File: src/rtl/alu_op_sequencer.sv
// Purpose  : micro-step controller driving data_path strobes for one register-register ALU op.
// Latency  : done pulses EXEC_CYCLES+3 (narrow) or EXEC_CYCLES+4 (wide, HI/LO) cycles after acceptance.
// Backpres.: start is sampled only in IDLE/FINISH; a start while busy is dropped, never queued.
//
// Ports:
//   Clock, clear          : clock and synchronous active-high reset
//   start, op_in, rs/rt/rd : request strobe, opcode and register numbers
//   busy, done             : in-progress flag and one-cycle completion pulse
//   op, Rout, Rin          : ALU opcode and one-hot register bus-out / write enables
//   Yin .. LOin            : data_path strobes of the same names
// All outputs are registered; each is decoded from the next-state values so that the
// strobes for a cycle are valid from the rising edge that begins it.
module alu_op_sequencer #(
   parameter int         EXEC_CYCLES = 1,
   parameter logic [4:0] OP_MUL      = 5'b01010,
   parameter logic [4:0] OP_DIV      = 5'b01011
) (
   input  logic        Clock,
   input  logic        clear,
   input  logic        start,
   input  logic [4:0]  op_in,
   input  logic [3:0]  rs,
   input  logic [3:0]  rt,
   input  logic [3:0]  rd,
   output logic        busy,
   output logic        done,
   output logic [4:0]  op,
   output logic [15:0] Rout,
   output logic [15:0] Rin,
   output logic        Yin,
   output logic        ZHighin,
   output logic        Zlowin,
   output logic        Zhighout,
   output logic        Zlowout,
   output logic        HIin,
   output logic        LOin
);

   typedef enum logic [2:0] {
      S_IDLE,
      S_LOAD_Y,
      S_EXEC,
      S_WRITE_RD,
      S_WRITE_LO,
      S_WRITE_HI,
      S_FINISH
   } state_t;

   localparam logic [3:0] CNT_INIT = 4'(EXEC_CYCLES - 1);

   state_t     state, state_nxt;
   logic [3:0] cnt, cnt_nxt;

   // latched request
   logic [4:0] op_q, op_nxt;
   logic [3:0] rs_q, rs_nxt;
   logic [3:0] rt_q, rt_nxt;
   logic [3:0] rd_q, rd_nxt;
   logic       wide_q, wide_nxt;

   // output values for the cycle that starts at the next edge
   logic        busy_nxt, done_nxt;
   logic [4:0]  op_out_nxt;
   logic [15:0] rout_nxt, rin_nxt;
   logic        yin_nxt, zhighin_nxt, zlowin_nxt;
   logic        zhighout_nxt, zlowout_nxt, hiin_nxt, loin_nxt;

   // next-state and request latch
   always_comb begin
      state_nxt = state;
      cnt_nxt   = cnt;
      op_nxt    = op_q;
      rs_nxt    = rs_q;
      rt_nxt    = rt_q;
      rd_nxt    = rd_q;
      wide_nxt  = wide_q;
      case (state)
         S_IDLE, S_FINISH: begin
            // FINISH accepts a new request exactly like IDLE (back-to-back issue)
            if (start) begin
               state_nxt = S_LOAD_Y;
               op_nxt    = op_in;
               rs_nxt    = rs;
               rt_nxt    = rt;
               rd_nxt    = rd;
               wide_nxt  = (op_in == OP_MUL) || (op_in == OP_DIV);
            end else begin
               state_nxt = S_IDLE;
            end
         end
         S_LOAD_Y: begin
            state_nxt = S_EXEC;
            cnt_nxt   = CNT_INIT;
         end
         S_EXEC: begin
            if (cnt == 4'd0) begin
               state_nxt = wide_q ? S_WRITE_LO : S_WRITE_RD;
            end else begin
               cnt_nxt = cnt - 4'd1;
            end
         end
         S_WRITE_RD: state_nxt = S_FINISH;
         S_WRITE_LO: state_nxt = S_WRITE_HI;
         S_WRITE_HI: state_nxt = S_FINISH;
         default:    state_nxt = S_IDLE;
      endcase
   end

   // Moore decode of the next state; registered below so outputs never see inputs directly
   always_comb begin
      busy_nxt     = 1'b0;
      done_nxt     = 1'b0;
      op_out_nxt   = 5'd0;
      rout_nxt     = 16'd0;
      rin_nxt      = 16'd0;
      yin_nxt      = 1'b0;
      zhighin_nxt  = 1'b0;
      zlowin_nxt   = 1'b0;
      zhighout_nxt = 1'b0;
      zlowout_nxt  = 1'b0;
      hiin_nxt     = 1'b0;
      loin_nxt     = 1'b0;
      case (state_nxt)
         S_LOAD_Y: begin
            busy_nxt = 1'b1;
            rout_nxt = 16'b1 << rs_nxt;
            yin_nxt  = 1'b1;
         end
         S_EXEC: begin
            busy_nxt   = 1'b1;
            rout_nxt   = 16'b1 << rt_nxt;
            op_out_nxt = op_nxt;
            // Z is captured only in the last execute cycle, once a multi-cycle result has settled
            zhighin_nxt = (cnt_nxt == 4'd0);
            zlowin_nxt  = (cnt_nxt == 4'd0);
         end
         S_WRITE_RD: begin
            busy_nxt    = 1'b1;
            zlowout_nxt = 1'b1;
            rin_nxt     = 16'b1 << rd_nxt;
         end
         S_WRITE_LO: begin
            busy_nxt    = 1'b1;
            zlowout_nxt = 1'b1;
            loin_nxt    = 1'b1;
         end
         S_WRITE_HI: begin
            busy_nxt     = 1'b1;
            zhighout_nxt = 1'b1;
            hiin_nxt     = 1'b1;
         end
         S_FINISH: done_nxt = 1'b1;
         default: ;
      endcase
   end

   always_ff @(posedge Clock) begin
      if (clear) begin
         state    <= S_IDLE;
         cnt      <= 4'd0;
         op_q     <= 5'd0;
         rs_q     <= 4'd0;
         rt_q     <= 4'd0;
         rd_q     <= 4'd0;
         wide_q   <= 1'b0;
         busy     <= 1'b0;
         done     <= 1'b0;
         op       <= 5'd0;
         Rout     <= 16'd0;
         Rin      <= 16'd0;
         Yin      <= 1'b0;
         ZHighin  <= 1'b0;
         Zlowin   <= 1'b0;
         Zhighout <= 1'b0;
         Zlowout  <= 1'b0;
         HIin     <= 1'b0;
         LOin     <= 1'b0;
      end else begin
         state    <= state_nxt;
         cnt      <= cnt_nxt;
         op_q     <= op_nxt;
         rs_q     <= rs_nxt;
         rt_q     <= rt_nxt;
         rd_q     <= rd_nxt;
         wide_q   <= wide_nxt;
         busy     <= busy_nxt;
         done     <= done_nxt;
         op       <= op_out_nxt;
         Rout     <= rout_nxt;
         Rin      <= rin_nxt;
         Yin      <= yin_nxt;
         ZHighin  <= zhighin_nxt;
         Zlowin   <= zlowin_nxt;
         Zhighout <= zhighout_nxt;
         Zlowout  <= zlowout_nxt;
         HIin     <= hiin_nxt;
         LOin     <= loin_nxt;
      end
   end

endmodule

File: config.mk
export PLATFORM = sky130hd
export DESIGN_NAME = alu_op_sequencer
export DESIGN_NICKNAME = d
export VERILOG_FILES = /design/src/rtl/alu_op_sequencer.sv
export SDC_FILE = /design/constraint.sdc
export NUM_CORES = 1
export LEC_CHECK = 0
export BUFFER_PORTS_ARGS = -buffer_cell sky130_fd_sc_hd__buf_2
export CORE_MARGIN = 2
export CORE_UTILIZATION = 25
export DETAILED_ROUTE_END_ITERATION = 8
export PLACE_DENSITY_LB_ADDON = 0.15
export SYNTH_ARGS = -nofsm -noshare
export SYNTH_HDL_FRONTEND = slang
export SYNTH_SLANG_ARGS = --single-unit
export TNS_END_PERCENT = 20
File: constraint.sdc
create_clock -name Clock -period 2.5 [get_ports Clock]
set_clock_uncertainty 0.1 [all_clocks]
set_input_delay 0.25 -clock Clock [delete_from_list [all_inputs] [get_ports Clock]]
set_output_delay 0.25 -clock Clock [all_outputs]
set_load 0.01 [all_outputs]
==> results of run 1 <==
## routing by layer
layer  vias to the layer above  GRT usage [%]  share of wire (%)
met2                        88           20.5                 44
li1                       1435              -                  -
met1                      1328           18.0                 49
met4                         0           4.94                1.4
met3                        10           4.27                5.2
met5                         -              0                  0
## power groups by stage
| stage | combinational, mW | clock [mW] | sequential [mW] |
|---|---|---|---|
| after CTS | 0.505 | 1.35 | 1.18 |
| final | 0.506 | 1.31 | 1.18 |
| after detailed placement | 0.503 | 0 | 1.20 |
| after global placement | 0.510 | 0 | 1.20 |
| after global routing | 0.562 | 1.39 | 1.19 |
| after floorplan | 0.356 | 0 | 1.20 |
## flip-flops by register name (all words and copies together), names as in the netlist
name,count
HIin,1
Zlowout,1
op,5
op_q,5
done,1
rt_q,4
LOin,1
Rin,16
cnt,4
rs_q,4
Zlowin,1
Yin,1
wide_q,1
rd_q,4
state,3
Rout,16
busy,1
## kinds of logic (layout without fill, tap and decap cells)
group,count (synthesis),after routing,share of synthesized area [%]
AO/OA/AOI/OAI,100,100,22.3
flip-flops,69,69,43.1
multiplexers,5,5,1.56
adder cells (fa/ha/maj),2,2,0.781
buffers and inverters,38,109,6.88
XOR/XNOR,2,2,1.13
AND/OR/NAND/NOR,143,143,24.2
## cell usage after synthesis (2+ instances only)
library cell	count	share of area (%)
a211oi_1	4	0.94
a211oi_2	2	0.78
a21oi_1	32	5.0
a31oi_1	6	1.2
and2b_1	2	0.47
and4_1	4	1.1
buf_2	8	1.3
buf_4	10	2.3
buf_6	4	1.4
clkbuf_1	4	0.47
dfxtp_1	69	43
ha_1	2	0.78
inv_1	11	1.3
mux2i_1	5	1.6
nand2_1	43	5.0
nand2b_1	10	2.0
nand4b_1	2	0.55
nor2_1	39	4.6
nor2b_1	3	0.59
nor3_1	12	1.9
nor4_1	10	2.0
nor4b_1	2	0.55
nor4b_2	2	0.94
o211a_1	2	0.63
o21ai_0	13	2.0
o221ai_2	4	1.9
o22ai_1	7	1.4
o31a_1	2	0.55
o31ai_1	2	0.47
o32ai_1	16	4.4
## final cells by class
type	instances	area, sq um
clock buffer	9	225
clock inverter	7	82.6
fill	1330	8570
inverter	11	41.3
multi-input combinational	252	1600
sequential	69	1380
tap	172	215
timing repair buffer	82	453
## placed cells by master (no fill, tap or decap), types with 2 or more instances in the layout
master | synthesis | routed
buf_2 | 8 | 65
clkbuf_16 | 0 | 9
nor4_1 | 10 | 10
nor4b_2 | 2 | 2
nor4b_1 | 2 | 2
o221ai_2 | 4 | 4
nor2b_1 | 3 | 3
a211oi_1 | 4 | 4
nor3_1 | 12 | 12
a211oi_2 | 2 | 2
nand4b_1 | 2 | 2
nand2_1 | 43 | 43
o211a_1 | 2 | 2
dfxtp_1 | 69 | 69
clkinvlp_4 | 0 | 2
a21oi_1 | 32 | 32
clkinv_4 | 0 | 2
inv_1 | 11 | 11
o22ai_1 | 7 | 7
a31oi_1 | 6 | 6
o31ai_1 | 2 | 2
o31a_1 | 2 | 2
o32ai_1 | 16 | 16
o21ai_0 | 13 | 13
nor2_1 | 39 | 39
and2b_1 | 2 | 2
nand2b_1 | 10 | 10
buf_4 | 10 | 17
ha_1 | 2 | 2
and4_1 | 4 | 4
mux2i_1 | 5 | 5
## per-stage QoR
stage,hold slack (ns),instances,cell area (sq um),util [%]
global route,0.100,602,4000,31.8
finish,0.0787,602,4000,31.8
floorplan,0.233,359,3200,-
CTS,0.0687,602,4000,31.8
global placement,0.373,586,3690,29.4
detailed placement,0.380,586,3690,29.4
## critical path, delay by kind of cell, from the launching register on
kind	cells	cell delay, ns
flops	1	0.36
fa+ha+maj	1	0.19
compound gates	3	0.75
buf+inv	1	0.10
simple gates	1	0.50
## how the worst min path moves through the flow
| stage | from | to | slack [ns] | depth (start not counted) |
|---|---|---|---|---|
| 2_1_floorplan | clear | Yin$_SDFF_PP0_ | 0.23 | 1 |
| 3_3_place_gp | op_q[4]$_SDFF_PP0_ | op_q[4]$_SDFF_PP0_ | 0.37 | 2 |
| 3_5_place_dp | op_q[4]$_SDFF_PP0_ | op_q[4]$_SDFF_PP0_ | 0.38 | 2 |
| 4_1_cts | op_in[0] | op_q[0]$_SDFF_PP0_ | 0.07 | 3 |
| 5_1_grt | rs[2] | rs_q[2]$_SDFF_PP0_ | 0.10 | 3 |
| 6_report | op_in[0] | op_q[0]$_SDFF_PP0_ | 0.08 | 3 |
==> results by stage, run 1 <==
Yosys:
- The most used flip-flop cell after synthesis is dfxtp_1.
- Counting flops with a built-in enable in the synthesized netlist gives 0.
- The count of yosys warnings during synthesis is 0.
- After synthesis the netlist holds a flip-flop and latch count of 69.
- The total nets after synthesis is 381.
- The count of unique library cells instantiated by Yosys is 57.
- The average size of a mapped cell is 8.92 sq um.
- The cell count after synthesis is 359.
- The share of the Yosys chip area taken by registers is 43.1%.
- The share of synthesized flip-flops with an asynchronous set or reset is 0%.
- The post-synthesis cell area is 3200 sq um.

Drt:
- The final route contains 2861 vias.
- After detailed routing, the number of vias per cell comes to 4.75.
- The starting DRC count in detailed routing is 189.
- The first detailed-routing pass ran for 4 iterations.
- The count of nets left with antenna violations once routing finished came out at 0.
- Dividing the detail-routed wire length by the instance count gives 14.6 um.
- The final layout contains routed wiring with a total length of 8.76 mm.
- The detailed-route DRC error count is 0.

Layout:
- The area growth from synthesis to layout is 24.9%.
- Cells with a size suffix above 1 make up 27.2% of the layout.
- The number of antenna diodes is 0.
- The number of nets in the layout is 447.

Worst setup path:
- The element type at the critical path end is a flip-flop.
- Along the worst path, the maximum fanout reaches 7.
- At the worst endpoint, the required time is 2.61 ns.
- In this run the worst setup path terminates at Rout[5]$_SDFF_PP0_.
- The worst endpoint data arrival time is 2.23 ns.
- The critical path goes through inv_1, ha_1, or3b_1, o211a_4, o221ai_1, o32ai_1.
- The launching instance or port of the critical path is cnt[0]$_SDFF_PP0_.
- The critical path start-end classification is reg -> reg.
- The startpoint identified for the worst register-to-register timing path is cnt[0]$_SDFF_PP0_.
- The endpoint of the most critical register-to-register path is Rout[5]$_SDFF_PP0_.
- For this run, the slowest stage of the critical path takes 0.50 ns.
- The register-to-register setup slack is 0.39 ns.
- The critical path launch point type is a flip-flop.
- Among all stages on the critical path, the largest delay is contributed by or3b_1.
- The depth of the worst register-to-register path is 6.

Timing:
- The setup violation total in the final timing report is 0.
- The worst slew slack as a fraction of its limit is 60.9%.
- The minimum clock period is 2.11 ns.
- The number of failing hold endpoints at the final stage was 0.
- The post-route fraction of the period consumed by the critical path is 84.6%.
- Across all setup checks in the final design, the least slack found is 0.385 ns.
- After routing, the total negative slack on setup checks comes to 0 ns.
- Setup repair after global routing left no endpoint under its margin.
- The max-slew violation total from the final report came to 0.
- The maximum operating frequency is 0.473 GHz.
- The measured slew at the worst slew-check pin is 0.580 ns.

CTS:
- Gates resized during post-CTS repair numbered 0.
- The buffers inserted during post-CTS setup optimization is 0.
- In this run, post-CTS hold repair placed 0 buffers.
- The number of H-tree levels is 3.
- The number of buffers added by the clock tree synthesis step is 9.
- TritonCTS built the clock tree.
- The number of sinks handled by clock tree synthesis is 69.
- The largest buffer count on any clock path is 2.
- The cell at the root of the clock tree is clkbuf_16.
- The clock-pin slew reported for the worst setup and hold paths after clock tree synthesis is 0.07 ns.
- The clock reaches the later pin of the worst-skew pair after 0.34 ns.

GRT:
- The largest net degree at the start of global routing is 22.
- The combined global-route utilization of all metal layers is 13.5%.
- The number of global-route vias before repair is 2670.
- The number of antenna violations at the first check in global routing is 0.
- The global-route wire length before repair is 14.1 mm.
- After global routing the overflow that remains totals 0.

Pwr:
- The switching part of the total power is 29.4%.
- The total power draw is 2.99 mW.
- Summed over all cells, the static leakage comes to 1.58 nW.
- The cell-internal power is 2.12 mW.
- Summed over all nets, the switching power comes to 0.879 mW.
- The fraction of power consumed by the clock network is 43.7%.
- In this run the power density over the cells is 749 nW/um^2.
- The fraction of power consumed by combinational cells is 16.9%.
- Per report_power, the sequential group accounts for 39.4% of the total.
- The highest ir drop seen on vdd is 0.392 mV.

Floorplan:
- The overall die width is 117 um.
- The number of standard-cell rows in the floorplan is 41.
- The die covers 13700 sq um.
- The floorplan step defined a core boundary enclosing 12600 sq um.
- The effective utilization at floorplan is 25.5%.
- The vertical die dimension is 117 um.
- In this run the count of I/O pins placed on the die edge is 66.

Outcome:
- The run finished with clean final reports.

Place:
- The final weighted congestion of routability-driven global placement is 0.819.
- After legalization and detailed placement, the total HPWL measured 6.67 mm.
- Before CTS, the worst setup slack after placement is 0.412 ns.
- In this run the tool buffered the top-level ports with 65 buffer cells.

Worst hold path:
- The worst hold path belongs to the class in -> reg.

Flow run:
- The tool flagged a number of max-cap violations equal to 0.
Power figures use the tool's default switching activity.
==> inputs of run 2 (changes only) <==
==> constraint.sdc (replaced) <==
create_clock -name Clock -period 2.2 [get_ports Clock]
set_clock_uncertainty 0.1 [all_clocks]
set_input_delay 0.22 -clock Clock [delete_from_list [all_inputs] [get_ports Clock]]
set_output_delay 0.22 -clock Clock [all_outputs]
set_load 0.01 [all_outputs]
==> results by stage, run 2 (synthesis results as in run 1) <==
Worst setup path:
- The endpoint of the most critical register-to-register path is Rout[13]$_SDFF_PP0_.
- For the worst setup path, the data required time is 2.29 ns.
- The worst setup path is launched from a flip-flop.
- Data on the critical path arrives at its endpoint at 2.12 ns.
- The maximum fanout along the worst path is 7.
- The depth of the worst register-to-register path is 6.
- Across all register-to-register paths, the minimum setup slack is 0.17 ns.
- Walking the worst path, the cells encountered are inv_1, ha_1, or3b_4, o211a_4, o221ai_1, o32ai_1.
- The startpoint of the worst register-to-register path is cnt[0]$_SDFF_PP0_.
- The largest individual stage delay along the critical path comes from the cell or3b_4.
- The critical path is of the reg -> reg type.
- The worst setup path is captured at a flip-flop.
- The delay of the slowest critical-path stage is 0.46 ns.

Pwr:
- In this run the static leakage power is 1.59 nW.
- The total power draw is 3.40 mW.
- In this run the power density over the cells is 843 nW/um^2.
- VDD sags by at most 0.392 mV.

Layout:
- The most common library cell in the layout ignoring fill and taps is dfxtp_1.
- The repair_antennas step left the layout with diodes totalling 0.
- The largest registers in the layout are Rin x16, Rout x16.
- In the final design database the tool counted 449 nets.
- Of the cells placed in the final design, the portion with a size suffix greater than 1 is 28.0%.
- The footprint of the multi-input gates is 1610 sq um.
- The final non-filler cell area is 4030 sq um.
- The signed area change from the synthesized netlist to the final layout is 25.9%.
- At the end of the flow the core is filled with cells to 32.1%.
- The final cell count without fillers is 604.
- Across the whole layout, storage elements account for 1380 sq um.
- The library cells used most frequently in the layout, excluding fill and tap cells, are dfxtp_1 (69), buf_2 (65), nand2_1 (43).
- Counting the fill cells in the layout gives 1345.

Timing:
- Setup repair after global routing left no endpoint under its margin.
- The max-slew violation total from the final report is 0.
- Setup total negative slack on the finished layout was measured at 0 ns.
- Setup slack closes at 0.170 ns.
- The maximum operating frequency is 0.493 GHz.
- The worst slew slack as a fraction of its limit is 57.6%.
- The setup violation total in the final timing report is 0.
- The number of failing hold endpoints at the final stage is 0.
- The post-route fraction of the period consumed by the critical path is 92.3%.
- The measured slew at the worst slew-check pin is 0.633 ns.
- The minimum clock period is 2.03 ns.
- On the final layout, the worst hold slack is 0.0535 ns.

Drt:
- The mean number of vias per cell is 4.74.
- The via total after detailed routing is 2860.
- Summed over all layers, the routed wires come to 8.84 mm.
- For this run, design rule violations remaining after detail routing come to 0.
- The remaining number of nets flagged by the antenna check after routing is 0.
- Before antenna repair, the detailed router went through 4 iterations.
- The starting DRC count in detailed routing is 189.
- Dividing the detail-routed wire length by the instance count gives 14.6 um.

CTS:
- After clock tree synthesis, the setup repair step added 0 buffers.
- The H-tree generated during clock tree synthesis spans 3 levels.
- In this run, CTS created clock tree buffers numbering 9.
- Clock-pin slew was measured on the worst setup and hold paths at 0.06 ns.
- The later pin in the worst-skew pair is clocked with a latency of 0.34 ns.
- The number of sinks handled by clock tree synthesis is 69.
- The cell at the root of the clock tree is clkbuf_16.
- The largest buffer count on any clock path is 2.
- TritonCTS built the clock tree.

Floorplan:
- The floorplan has 41 rows.
- The floorplan step defined a die boundary enclosing 13700 sq um.
- In this run the standard cell core region covers 12600 sq um.
- During I/O placement, the number of pins put on the boundary was 66.
- The die is 117 um tall.
- The effective utilization at floorplan is 25.5%.
- The overall die width is 117 um.

Flow run:
- Max-cap violations in this run came to 0.

Worst hold path:
- The hold path startpoint is op_in[0].
- The count of cells along the worst hold path is 3.
- The sink of the worst hold path is op_q[0]$_SDFF_PP0_.
- The worst hold path belongs to the class in -> reg.

Outcome:
- The flow ran to the end, and the final reports show no timing, DRC or antenna violations.

GRT:
- The number of global-route vias before repair is 2730.
- The combined global-route utilization of all metal layers is 13.7%.
- The first global-routing pass estimated 14.2 mm of wire.
- The number of antenna violations at the first check in global routing is 0.
- The total overflow left after global routing is 0.
- Entering global routing, the biggest net connects 27 pins.

Place:
- Port buffering added 65 buffers.
- The detailed-placement wirelength estimate is 6.75 mm.
- The total cell area at the placement stage is 3720 sq um.
- The final weighted congestion of routability-driven global placement is 0.814.
- Including well taps, the total number of placed cells is 588.
- OpenSTA, run right after detailed placement, puts the worst setup slack at 0.0887 ns.
-- run 2: how the worst max path moves through the flow --
stage | end | slack [ns] | startpoint | cells after the start
6_report | Rout[13]$_SDFF_PP0_ | 0.17 | cnt[0]$_SDFF_PP0_ | 6
5_1_grt | Rin[11]$_SDFF_PP0_ | 0.03 | cnt[0]$_SDFF_PP0_ | 7
4_1_cts | Rout[13]$_SDFF_PP0_ | 0.08 | cnt[0]$_SDFF_PP0_ | 6
3_5_place_dp | Rout[13]$_SDFF_PP0_ | 0.09 | cnt[0]$_SDFF_PP0_ | 6
3_3_place_gp | Rout[15]$_SDFF_PP0_ | 0.16 | cnt[0]$_SDFF_PP0_ | 6
2_1_floorplan | Rout[12]$_SDFF_PP0_ | 0.32 | cnt[0]$_SDFF_PP0_ | 7
-- run 2: layout make-up --
| cell class | instances | share of cell area, % |
|---|---|---|
| clock buffer | 10 | 5.93 |
| multi-input combinational | 252 | 39.8 |
| inverter | 11 | 1.02 |
| clock inverter | 6 | 1.74 |
| sequential | 69 | 34.3 |
| timing repair buffer | 84 | 11.9 |
| tap | 172 | 5.34 |
-- run 2: power by group --
group | switching [mW] | internal (mW) | total (mW)
combinational | 0.366 | 0.220 | 0.586
sequential | 0.0385 | 1.30 | 1.34
clock | 0.558 | 0.913 | 1.47
-- run 2: critical path, delay by kind of cell, from the launching register on --
kind / cells / cell delay, ns
buffers and inverters: 1 / 0.10
adder cells (fa/ha/maj): 1 / 0.21
flip-flops: 1 / 0.36
AND/OR/NAND/NOR: 1 / 0.46
AO/OA/AOI/OAI: 3 / 0.68
-- run 2: timing repair --
action / CTS / global route
gates resized for setup: 0 / 2
endpoints found under the setup margin: 0 / 12
hold buffers: 0 / 0
-- run 2: routing by layer --
layer	vias up	GRT usage [%]	wire [um]	share of wire, %
met5	-	0	0	0
met4	0	5.57	170	1.9
met3	14	4.38	535	6.0
met2	97	20.3	3780	43
met1	1309	18.4	4360	49
li1	1440	-	-	-
